## src/rtl/sobel_linebuf_ctrl.sv

```systemverilog
`default_nettype none
// ============================================================================
// Module   : sobel_linebuf_ctrl
// Function : Raster-to-3-row sequencer driving two cascaded row-delay FIFOs
//            so rows r-2, r-1, r of one column leave together as Sobel taps.
// Revision : 1.0
// ============================================================================
module sobel_linebuf_ctrl #(
  parameter int DW    = 24,
  parameter int IMG_W = 1920,
  parameter int IMG_H = 1080
) (
  input  logic          clk,
  input  logic          rst_n,
  // pixel source
  input  logic          in_valid,
  output logic          in_ready,
  input  logic          in_sof,
  input  logic [DW-1:0] in_data,
  // row-delay FIFOs
  output logic          fifo_rst,
  output logic          f0_we,
  output logic          f0_re,
  output logic [DW-1:0] f0_di,
  input  logic [DW-1:0] f0_do,
  input  logic          f0_empty,
  input  logic          f0_full,
  output logic          f1_we,
  output logic          f1_re,
  output logic [DW-1:0] f1_di,
  input  logic [DW-1:0] f1_do,
  input  logic          f1_empty,
  input  logic          f1_full,
  // window taps
  output logic          tap_valid,
  output logic [DW-1:0] tap0,
  output logic [DW-1:0] tap1,
  output logic [DW-1:0] tap2,
  output logic          tap_sol,
  output logic          tap_eol,
  output logic          err
);

  localparam int CW = $clog2(IMG_W);
  localparam int RW = $clog2(IMG_H);
  localparam logic [CW-1:0] COL_LAST = CW'(IMG_W - 1);
  localparam logic [RW-1:0] ROW_LAST = RW'(IMG_H - 1);

  typedef enum logic [2:0] {
    S_CLR   = 3'd0,
    S_IDLE  = 3'd1,
    S_ROW0  = 3'd2,
    S_ROW1  = 3'd3,
    S_RUN   = 3'd4,
    S_DRAIN = 3'd5
  } state_t;

  state_t        state;
  logic [1:0]    phase_cnt;
  logic [CW-1:0] col;
  logic [RW-1:0] row;

  logic active;
  logic mid_sof;
  logic beat;
  logic sof_beat;
  logic px_beat;
  logic px_ge1;
  logic px_ge2;
  logic px_sol;
  logic px_eol;
  logic col_last;
  logic fifo_err;

  // stage-1/2 side-band that travels alongside the FIFO reads
  logic          s1_ge2;
  logic          s1_sol;
  logic          s1_eol;
  logic [DW-1:0] s2_pix;
  logic          s2_sol;
  logic          s2_eol;

  assign active   = (state == S_ROW0) || (state == S_ROW1) || (state == S_RUN);
  assign mid_sof  = active && in_valid && in_sof;
  assign in_ready = (state == S_IDLE) || (active && !(in_valid && in_sof));
  assign beat     = in_valid && in_ready;
  assign sof_beat = beat && (state == S_IDLE) && in_sof;
  assign px_beat  = sof_beat || (beat && active);
  assign col_last = (col == COL_LAST);

  // the sof beat accepted in IDLE is pixel (0,0)
  assign px_ge1 = (state == S_ROW1) || (state == S_RUN);
  assign px_ge2 = (state == S_RUN);
  assign px_sol = (state == S_IDLE) || (col == '0);
  assign px_eol = active && col_last;

  assign fifo_rst = (state == S_CLR);
  assign f1_di    = f0_do;
  assign tap0     = tap_valid ? f1_do : '0;

  assign fifo_err = (f0_we && f0_full) || (f0_re && f0_empty) ||
                    (f1_we && f1_full) || (f1_re && f1_empty);

  always_ff @(posedge clk or negedge rst_n) begin
    if (!rst_n) begin
      state     <= S_CLR;
      phase_cnt <= 2'd0;
      col       <= '0;
      row       <= '0;
    end else begin
      case (state)
        S_CLR: begin
          col <= '0;
          row <= '0;
          if (phase_cnt == 2'd1) begin
            phase_cnt <= 2'd0;
            state     <= S_IDLE;
          end else begin
            phase_cnt <= phase_cnt + 2'd1;
          end
        end
        S_IDLE: begin
          if (sof_beat) begin
            col   <= CW'(1);
            row   <= '0;
            state <= S_ROW0;
          end
        end
        S_ROW0, S_ROW1, S_RUN: begin
          if (mid_sof) begin
            phase_cnt <= 2'd0;
            state     <= S_DRAIN;
          end else if (beat) begin
            if (col_last) begin
              col <= '0;
              row <= row + RW'(1);
              if (state == S_ROW0) begin
                state <= S_ROW1;
              end else if (state == S_ROW1) begin
                state <= S_RUN;
              end else if (row == ROW_LAST) begin
                phase_cnt <= 2'd0;
                state     <= S_DRAIN;
              end
            end else begin
              col <= col + CW'(1);
            end
          end
        end
        S_DRAIN: begin
          // three cycles let the last beat reach the taps before FIFO reset
          if (phase_cnt == 2'd2) begin
            phase_cnt <= 2'd0;
            state     <= S_CLR;
          end else begin
            phase_cnt <= phase_cnt + 2'd1;
          end
        end
        default: begin
          phase_cnt <= 2'd0;
          state     <= S_CLR;
        end
      endcase
    end
  end

  always_ff @(posedge clk or negedge rst_n) begin
    if (!rst_n) begin
      f0_we     <= 1'b0;
      f0_re     <= 1'b0;
      f0_di     <= '0;
      s1_ge2    <= 1'b0;
      s1_sol    <= 1'b0;
      s1_eol    <= 1'b0;
      f1_we     <= 1'b0;
      f1_re     <= 1'b0;
      s2_pix    <= '0;
      s2_sol    <= 1'b0;
      s2_eol    <= 1'b0;
      tap_valid <= 1'b0;
      tap1      <= '0;
      tap2      <= '0;
      tap_sol   <= 1'b0;
      tap_eol   <= 1'b0;
    end else begin
      f0_we  <= px_beat;
      f0_re  <= px_beat && px_ge1;
      s1_ge2 <= px_beat && px_ge2;
      s1_sol <= px_beat && px_sol;
      s1_eol <= px_beat && px_eol;
      if (px_beat) begin
        f0_di <= in_data;
      end

      f1_we  <= f0_re;
      f1_re  <= f0_re && s1_ge2;
      s2_sol <= s1_sol;
      s2_eol <= s1_eol;
      if (f0_re) begin
        s2_pix <= f0_di;
      end

      // f0_do is valid only in the cycle after f0_re, so capture it here
      tap_valid <= f1_re;
      tap_sol   <= f1_re && s2_sol;
      tap_eol   <= f1_re && s2_eol;
      if (f1_re) begin
        tap1 <= f0_do;
        tap2 <= s2_pix;
      end
    end
  end

  always_ff @(posedge clk or negedge rst_n) begin
    if (!rst_n) begin
      err <= 1'b0;
    end else begin
      err <= (err && !sof_beat) || fifo_err || mid_sof;
    end
  end

endmodule
`default_nettype wire

```

## config.mk

```make
export PLATFORM = sky130hd
export DESIGN_NAME = sobel_linebuf_ctrl
export DESIGN_NICKNAME = d
export VERILOG_FILES = /design/src/rtl/sobel_linebuf_ctrl.sv
export SDC_FILE = /design/constraint.sdc
export NUM_CORES = 1
export LEC_CHECK = 0
export ABC_AREA = 1
export ABC_CLOCK_PERIOD_IN_PS = 3050
export CORE_MARGIN = 2
export CORE_UTILIZATION = 50
export CTS_CLUSTER_SIZE = 28
export DETAILED_ROUTE_END_ITERATION = 10
export HOLD_SLACK_MARGIN = 0.15
export MAX_ROUTING_LAYER = met4
export PLACE_DENSITY = 0.95
export SLEW_MARGIN = 20
export SYNTH_ARGS = -nofsm -noshare
export SYNTH_HDL_FRONTEND = slang
export SYNTH_SLANG_ARGS = --single-unit
```

## constraint.sdc

```tcl
create_clock -name clk -period 3.05 [get_ports clk]
set_input_delay 0.915 -clock clk [delete_from_list [all_inputs] [get_ports clk]]
set_output_delay 0.915 -clock clk [all_outputs]
set_load 0.03 [all_outputs]
```

==> metrics.md, run 1 <==
| Metric | Value |
|---|---|
| Synth cell types | 33 |
| RSZ-0062 raised after global routing | false |
| DRC | 0 |
| Dpl hpwl | around 12000 um |
| Placed cells | 1027 |
| Clk_lat worst skew | 0.43 ns |
| Cell Rows | just over 40 |
| Wirelength per Cell | about 17 um |
| CTS clk-pin slew, worst paths | 0.06 ns |
| Crit Path Category | in -> out |
| Adder-cell share of the synthesized area | less than 1% |
| PD cells | around 840 nW/um^2 |
| Worst EP required | 2.13 ns |
| Via Count | between 5000 and 6000 |
| GRT overflow | 0 |
| Sequential element share of the synthesized area | 53.9% |
| Via-to-Cell Ratio | a little over 5 |
| Seq cells post-synth | between 100 and 150 |
| Total global-route track usage | between 20 and 30% |
| Pre-antenna DRT Iters | 6 |
| Post-Synth XOR/XNOR Area | under 10% |
| 1st-iter DRT viols | 470 |
| Final Util | between 70% and 80% |
| Die height | between 100 and 150 um |
| Compound-gate portion of the synthesized area | between 6 and 7% |
| Startpoint types | input port |
| Routability cong. | a little under 0.9 |
| Number of instances in the synthesized netlist | between 600 and 700 |
| Worst path max stage delay | 0.68 ns |
| Area of the mapped netlist | 6320 um^2 |
| Most frequent cells in the layout | clkdlybuf4s50_1 (183), nand2_1 (166), dfrtp_1 (134) |
| Pin count of the biggest net entering global routing | 68 |
| Setup WS pre-CTS | ~0.023 ns |
| DIE AREA | 13600 um^2 |
| Slowest-stage cell, CP | clkdlybuf4s50_1 |
| Routed Antenna Nets | 0 |
| Syn_area_per_cell | just over 9 um^2 |
| Post-synth net total | 770 |
| First-pass GRT wire length | around 28000 um |
| Layout cells sized above 1 | approximately 15% |
| Total CTS buffers | 17 |
| Final worst setup slack | 0.0230 ns |
| WP buf/inv | 2 |
| Final wirelength | ~18000 um |
| Core area | ~12000 um^2 |
| Final Slew Violations | 0 |
| Tmin final | around 3.0 ns |
| Hold slack final | about 0.35 ns |
| N_diodes | 0 |
| Final hold violation count | 0 |
| Antenna violations before repair | 0 |
| Worst-path maximum fanout | 2 |
| Simple-gate portion of the synthesized area | 19.9% |
| CTS HTree Levels | 4 |
| Fin crit share | between 90 and 100% |
| Clk sink count | ~140 |
| FMAX | about 330 MHz |
| Worst setup EP type | output port |
| CP most frequent cell | clkdlybuf4s50_1 |
| CTS tree | done |
| Final Skew | ~0.014 ns |
| Final Non-Filler Cells | 1059 |
| Final setup vio count | 0 |
| Clk root buf | clkbuf_16 |
| Post-cts sizing count | 0 |
| CP top delay family | buffers and inverters |
| Vias in the first global route | 5509 |
| Initial Utilization | 50.7% |
| CTS Buffer Depth | 2 |
| Max-cap viol count | 0 |
| Hold Path Class | reg -> reg |
| Crit path arrival time | 2.11 ns |
| Area growth syn-to-layout | 41.9% |
| Die width | 116 um |
| Commonest non-fill, non-tap cell in the layout | clkdlybuf4s50_1 |
| # IOs | 210 |
| Largest family of logic cells by synthesized area | simple AND/OR/NAND/NOR gates |
| Slew margin rel. | between 50 and 60% |
| Yosys warns | 0 |
| Status | finished clean |
| Max VDD drop | 677 uV |
| # Post-CTS Setup Buffers | 0 |
| Fin nets | roughly 960 |
| Mux contribution to synthesized area | 7.66% |
| Setup TNS Final | 0 ns |
| Worst path cell trace | clkdlybuf4s50_1 -> clkdlybuf4s50_1 |
| PortBufs | about 210 |
| Slew @ Worst Pin | 0.708 ns |
| Lkg Pwr | ~4.4 nW |
| Hold Buf Count CTS | 0 |
==> logic make-up after synthesis <==
logic type / count (synthesis)
and+or+nand+nor: 291
buffers and inverters: 136
DFF: 136
AOI/OAI and AO/OA: 70
muxes: 43
xor gates and xnor gates: 8
adders and majority gates: 3
==> Yosys cell counts, drive strengths merged <==
library cell	n	area (um^2)
a21oi	29	145
a221oi	1	8.76
a22o	1	8.76
a22oi	1	7.51
buf	40	303
clkbuf	12	45.0
clkinv	1	8.76
dfrtp	136	3400
ha	3	37.5
inv	83	312
mux2	43	484
nand2	174	703
nand3	26	153
nand3b	2	15.0
nand4	18	113
nor2	67	254
nor3	3	15.0
nor4	1	6.26
o21ai	35	205
o21bai	2	15.0
o31ai	1	7.51
xnor2	2	17.5
xor2	6	52.6
==> per-stage QoR <==
| stage | cell area [um^2] | total power, W |
|---|---|---|
| 6_report | 8970 | 0.00755 |
| 5_1_grt | 8970 | 0.00795 |
| 4_1_cts | 8970 | 0.00756 |
| 3_5_place_dp | 8330 | 0.00530 |
| 3_3_place_gp | 8330 | 0.00519 |
| 2_1_floorplan | 6320 | 0.00435 |
==> power breakdown <==
part | switching (W) | internal (W)
clock | 0.000770 | 0.00143
combinational | 0.00183 | 0.000986
sequential | 0.000288 | 0.00224
total | 0.00288 | 0.00466
==> area by class of cell <==
class	instances	area [um^2]
Sequential cell	136	3410
Inverter	84	320
Clock buffer	21	470
Multi-Input combinational cell	415	2250
Tap cell	172	215
Fill cell	811	3500
Clock inverter	11	168
Timing Repair Buffer	220	2140
==> sequential cells by signal, summed over array words and instances (netlist names), 2 cells and up <==
signal,flops
col,11
f0_di,24
phase_cnt,2
row,11
s2_pix,24
state,3
tap1,24
tap2,24
==> path summary, 6_finish.rpt <==
| path | depth (start not counted) | start | to | slack [ns] |
|---|---|---|---|---|
| max in group asynchronous | 2 | rst_n | tap2[1] | 1.84 |
| min | 0 | s1_eol | s2_eol | 0.35 |
| max | 2 | f0_do[4] | f1_di[4] | 0.02 |
| min reg2reg | 0 | s1_eol | s2_eol | 0.35 |
| min in group asynchronous | 1 | rst_n | state[2] | 0.50 |
| max reg2reg | 10 | state[1] | f0_di[2] | 0.98 |
==> layer usage <==
metal | GRT usage [%] | up-vias | wire (um)
li1 | - | 2534 | -
met1 | 29.8 | 2618 | 6430
met2 | 47.4 | 239 | 9350
met3 | 8.35 | 61 | 1380
met4 | 15.0 | 0 | 707
met5 | - | - | 0
Note: power is estimated with default switching activity, not from simulation.
==> run 2: changes to the inputs <==
--- a/config.mk
+++ b/config.mk
@@ -5,10 +5,9 @@
 export SDC_FILE = /design/constraint.sdc
 export NUM_CORES = 1
 export LEC_CHECK = 0
-export ABC_AREA = 1
 export ABC_CLOCK_PERIOD_IN_PS = 3050
 export CORE_MARGIN = 2
-export CORE_UTILIZATION = 50
+export CORE_UTILIZATION = 49
 export CTS_CLUSTER_SIZE = 28
 export DETAILED_ROUTE_END_ITERATION = 10
 export HOLD_SLACK_MARGIN = 0.15
==> run 2 against run 1 <==
  * Non-clock buffer count increased by 2
  * Flip-flop and latch count unchanged
  * Combinational power decreased by 12%
  * First-iteration DRC count decreased by 48%
  * Clock-buffer cell count decreased by 2
  * Synthesized cell count decreased by 30%
  * Synthesized area decreased by 6.2%
  * Die area decreased by 4.2%
  * Core utilization increased by 0.97 points
  * Global-route usage decreased by 2.6 points
  * Routed wire length decreased by 12%
  * Setup slack improved by 0.0096 ns
  * Critical path type unchanged
  * Largest cell class unchanged
  * Largest power group is now registers
==> metrics.md, run 2 <==
| Metric | Value |
|---|---|
| Clk_lat worst skew | 0.42 ns (about the same) |
| Total global-route track usage | 25.6% (-2.6 points) |
| Final Non-Filler Cells | 835 (-21%) |
| CP most frequent cell | clkdlybuf4s50_1 |
| Final setup vio count | 0 (unchanged) |
| Placed cells | 803 (-22%) |
| Worst path cell trace | clkdlybuf4s50_1 -> clkdlybuf4s50_1 |
| First-pass GRT wire length | 24400 um (-13%) |
| Ys async rst share | 100% (unchanged) |
| CTS HTree Levels | 4 (unchanged) |
| Seq cells post-synth | 136 (unchanged) |
| Initial Utilization | 49.8% (-0.94 points) |
| Slew @ Worst Pin | 0.683 ns (-0.0246 ns) |
| Yosys warns | 0 (unchanged) |
| Pin count of the biggest net entering global routing | 62 (-8.8%) |
| Via-to-Cell Ratio | 5.43 (+5.5%) |
| Total CTS buffers | 17 (unchanged) |
| # Post-CTS Setup Buffers | 0 (unchanged) |
| Sequential Power Share | 36.7% (+3.2 points) |
| Slew margin rel. | 54.5% (+1.6 points) |
| Final Slew Violations | 0 (unchanged) |
| Hold Path Class | reg -> reg |
| Routed Antenna Nets | 0 (unchanged) |
| Status | finished clean |
| Routability cong. | 0.851 (-4.0%) |
| Finished Cell Area | 8680 um^2 (-3.2%) |
| 1st-iter DRT viols | 245 (-48%) |
| Antenna violations before repair | 0 (unchanged) |
| Tmin final | 3.02 ns (-0.00964 ns) |
| Commonest cells post-synth | dfrtp_1 (136), mux2_2 (96), and2_1 (28) |
| Sequential cell area | 3400 um^2 (about the same) |
| Most frequent cells in the layout | clkdlybuf4s50_1 (181), dfrtp_1 (135), mux2_2 (96) |
| Synth cell types | 51 (+55%) |
| Worst-path maximum fanout | 2 (unchanged) |
| Cell Rows | 40 (-2.4%) |
| Yosys top cell area share | 57.4% (+3.6 points) |
| Clk sink count | 136 (unchanged) |
| Dpl hpwl | 11300 um (-6.2%) |
| Tot Pwr | 0.00714 W (-5.3%) |
| Worst EP required | 2.13 ns (about the same) |
| WP buf/inv | 2 (unchanged) |
| CTS Buffer Depth | 2 (unchanged) |
| Worst path max stage delay | 0.70 ns (+0.02 ns) |
| Synth area leader | dfrtp_1 |
| N_diodes | 0 (unchanged) |
| # IOs | 210 (unchanged) |
| Area of the multi-input gates | 2240 um^2 (-0.39%) |
| RSZ-0062 raised after global routing | false |
| Ys flop type | dfrtp_1 |
| Area of the mapped netlist | 5930 um^2 (-6.2%) |
| Power share of the clock group | 28.7% (-0.5 points) |
| Commonest non-fill, non-tap cell in the layout | clkdlybuf4s50_1 |
| Switch Pwr | 0.00252 W (-12%) |
| Crit path arrival time | 2.10 ns (about the same) |
| Final Skew | 0.0125 ns (-0.00112 ns) |
| Fin nets | 758 (-21%) |
| CTS tree | done |
| DIE AREA | 13000 um^2 (-4.2%) |
| Hold slack final | 0.350 ns (+0.00207 ns) |
| Pint | 0.00462 W (-0.92%) |
| Final wirelength | 15700 um (-12%) |
| Number of instances in the synthesized netlist | 478 (-30%) |
| Post-cts sizing count | 0 (unchanged) |
| Post-synth EDFFs | 0 (unchanged) |
| Crit Path Category | in -> out |
| CP top delay family | buffers and inverters |
| Vias in the first global route | 4498 (-18%) |
| Sequential element share of the synthesized area | 57.4% (+3.6 points) |
| Max VDD drop | 893 uV (+32%) |
| FMAX | 331 MHz (+0.32%) |
| GRT overflow | 0 (unchanged) |
| DRC | 0 (unchanged) |
| Area growth syn-to-layout | 46.5% |
| Via Count | 4537 (-17%) |
| Core area | 11900 um^2 (-4.4%) |
| Cell with the most instances after synthesis | dfrtp_1 |
| Comb power frac | 34.6% (-2.7 points) |
| Final hold violation count | 0 (unchanged) |
| Post-synth net total | 561 (-27%) |
| Lkg Pwr | 3.86 nW (-13%) |
| Synth top area cells | dfrtp_1 (57%), mux2_2 (18%), buf_4 (3.0%) |
| # fillers | 764 (-5.8%) |
| Max-cap viol count | 0 (unchanged) |
| Layout cells sized above 1 | 25.3% (+9.8 points) |
| Syn_area_per_cell | 12.4 um^2 (+35%) |
| CTS clk-pin slew, worst paths | 0.06 ns (about the same) |
| Worst setup EP type | output port |
| Wirelength per Cell | 18.8 um (+12%) |
| PortBufs | 209 (unchanged) |
| PD cells | 823 nW/um^2 (-2.2%) |
| Hold Buf Count CTS | 0 (unchanged) |
| Switching Fraction | 35.3% (-2.9 points) |
| Fin crit share | 98.9% (-0.32 points) |
| Slowest-stage cell, CP | clkdlybuf4s50_1 |
| Clk root buf | clkbuf_16 |
| Startpoint types | input port |
| Placed inst area | 8080 um^2 (-3.0%) |
| Die height | 114 um (-2.1%) |
| Pre-antenna DRT Iters | 7 (+1) |
| Die width | 114 um (-2.1%) |
==> run 2: path summary, 6_finish.rpt <==
| kind | to | slack [ns] | start | cells after the start |
|---|---|---|---|---|
| max in group asynchronous | s2_pix[23] | 1.93 | rst_n | 2 |
| hold / removal | s2_eol | 0.35 | s1_eol | 0 |
| min in group asynchronous | col[1] | 0.46 | rst_n | 1 |
| hold reg to reg | s2_eol | 0.35 | s1_eol | 0 |
| setup reg to reg | row[9] | 0.73 | state[2] | 5 |
| setup / recovery | f1_di[5] | 0.03 | f0_do[5] | 2 |
==> run 2: layout make-up <==
type	instances	share of cell area, %
well taps	147	2.12
clock buffers	19	5.22
flip-flops and latches	136	39.2
multi-input cells	290	25.8
inverters	8	0.346
repair buffers	222	25.7
clock inverters	13	1.66
==> run 2: per-stage QoR <==
step	util (%)	TNS [ns]	setup WS, ns
2_1_floorplan	-	0	0.708
3_3_place_gp	67.8	0	0.0635
3_5_place_dp	67.8	-0.00323	-0.00323
4_1_cts	72.8	0	0.0127
5_1_grt	72.9	0	0.00814
6_report	72.9	0	0.0327
==> run 2: layer usage <==
metal	routed length, um	track usage [%]	up-vias
li1	-	-	2065
met1	5750	28.1	2243
met2	8430	43.7	190
met3	1020	6.75	39
met4	508	11.2	0
met5	0	-	-
==> run 2: kinds of logic after synthesis <==
logic type	Yosys count	share of synthesized area [%]
XOR/XNOR	6	0.887
flip-flops	136	57.4
AO/OA/AOI/OAI	67	7.14
multiplexers	96	18.2
AND/OR/NAND/NOR	118	10.8
buffers and inverters	52	4.90
adder cells (fa/ha/maj)	3	0.633
==> run 2: power by group through the flow <==
stage | combinational [W] | clock [W] | sequential, W
finish | 0.00247 | 0.00205 | 0.00262
global route | 0.00263 | 0.00216 | 0.00268
CTS | 0.00247 | 0.00208 | 0.00262
detailed placement | 0.00245 | 0 | 0.00264
global placement | 0.00238 | 0 | 0.00259
floorplan | 0.00106 | 0 | 0.00298
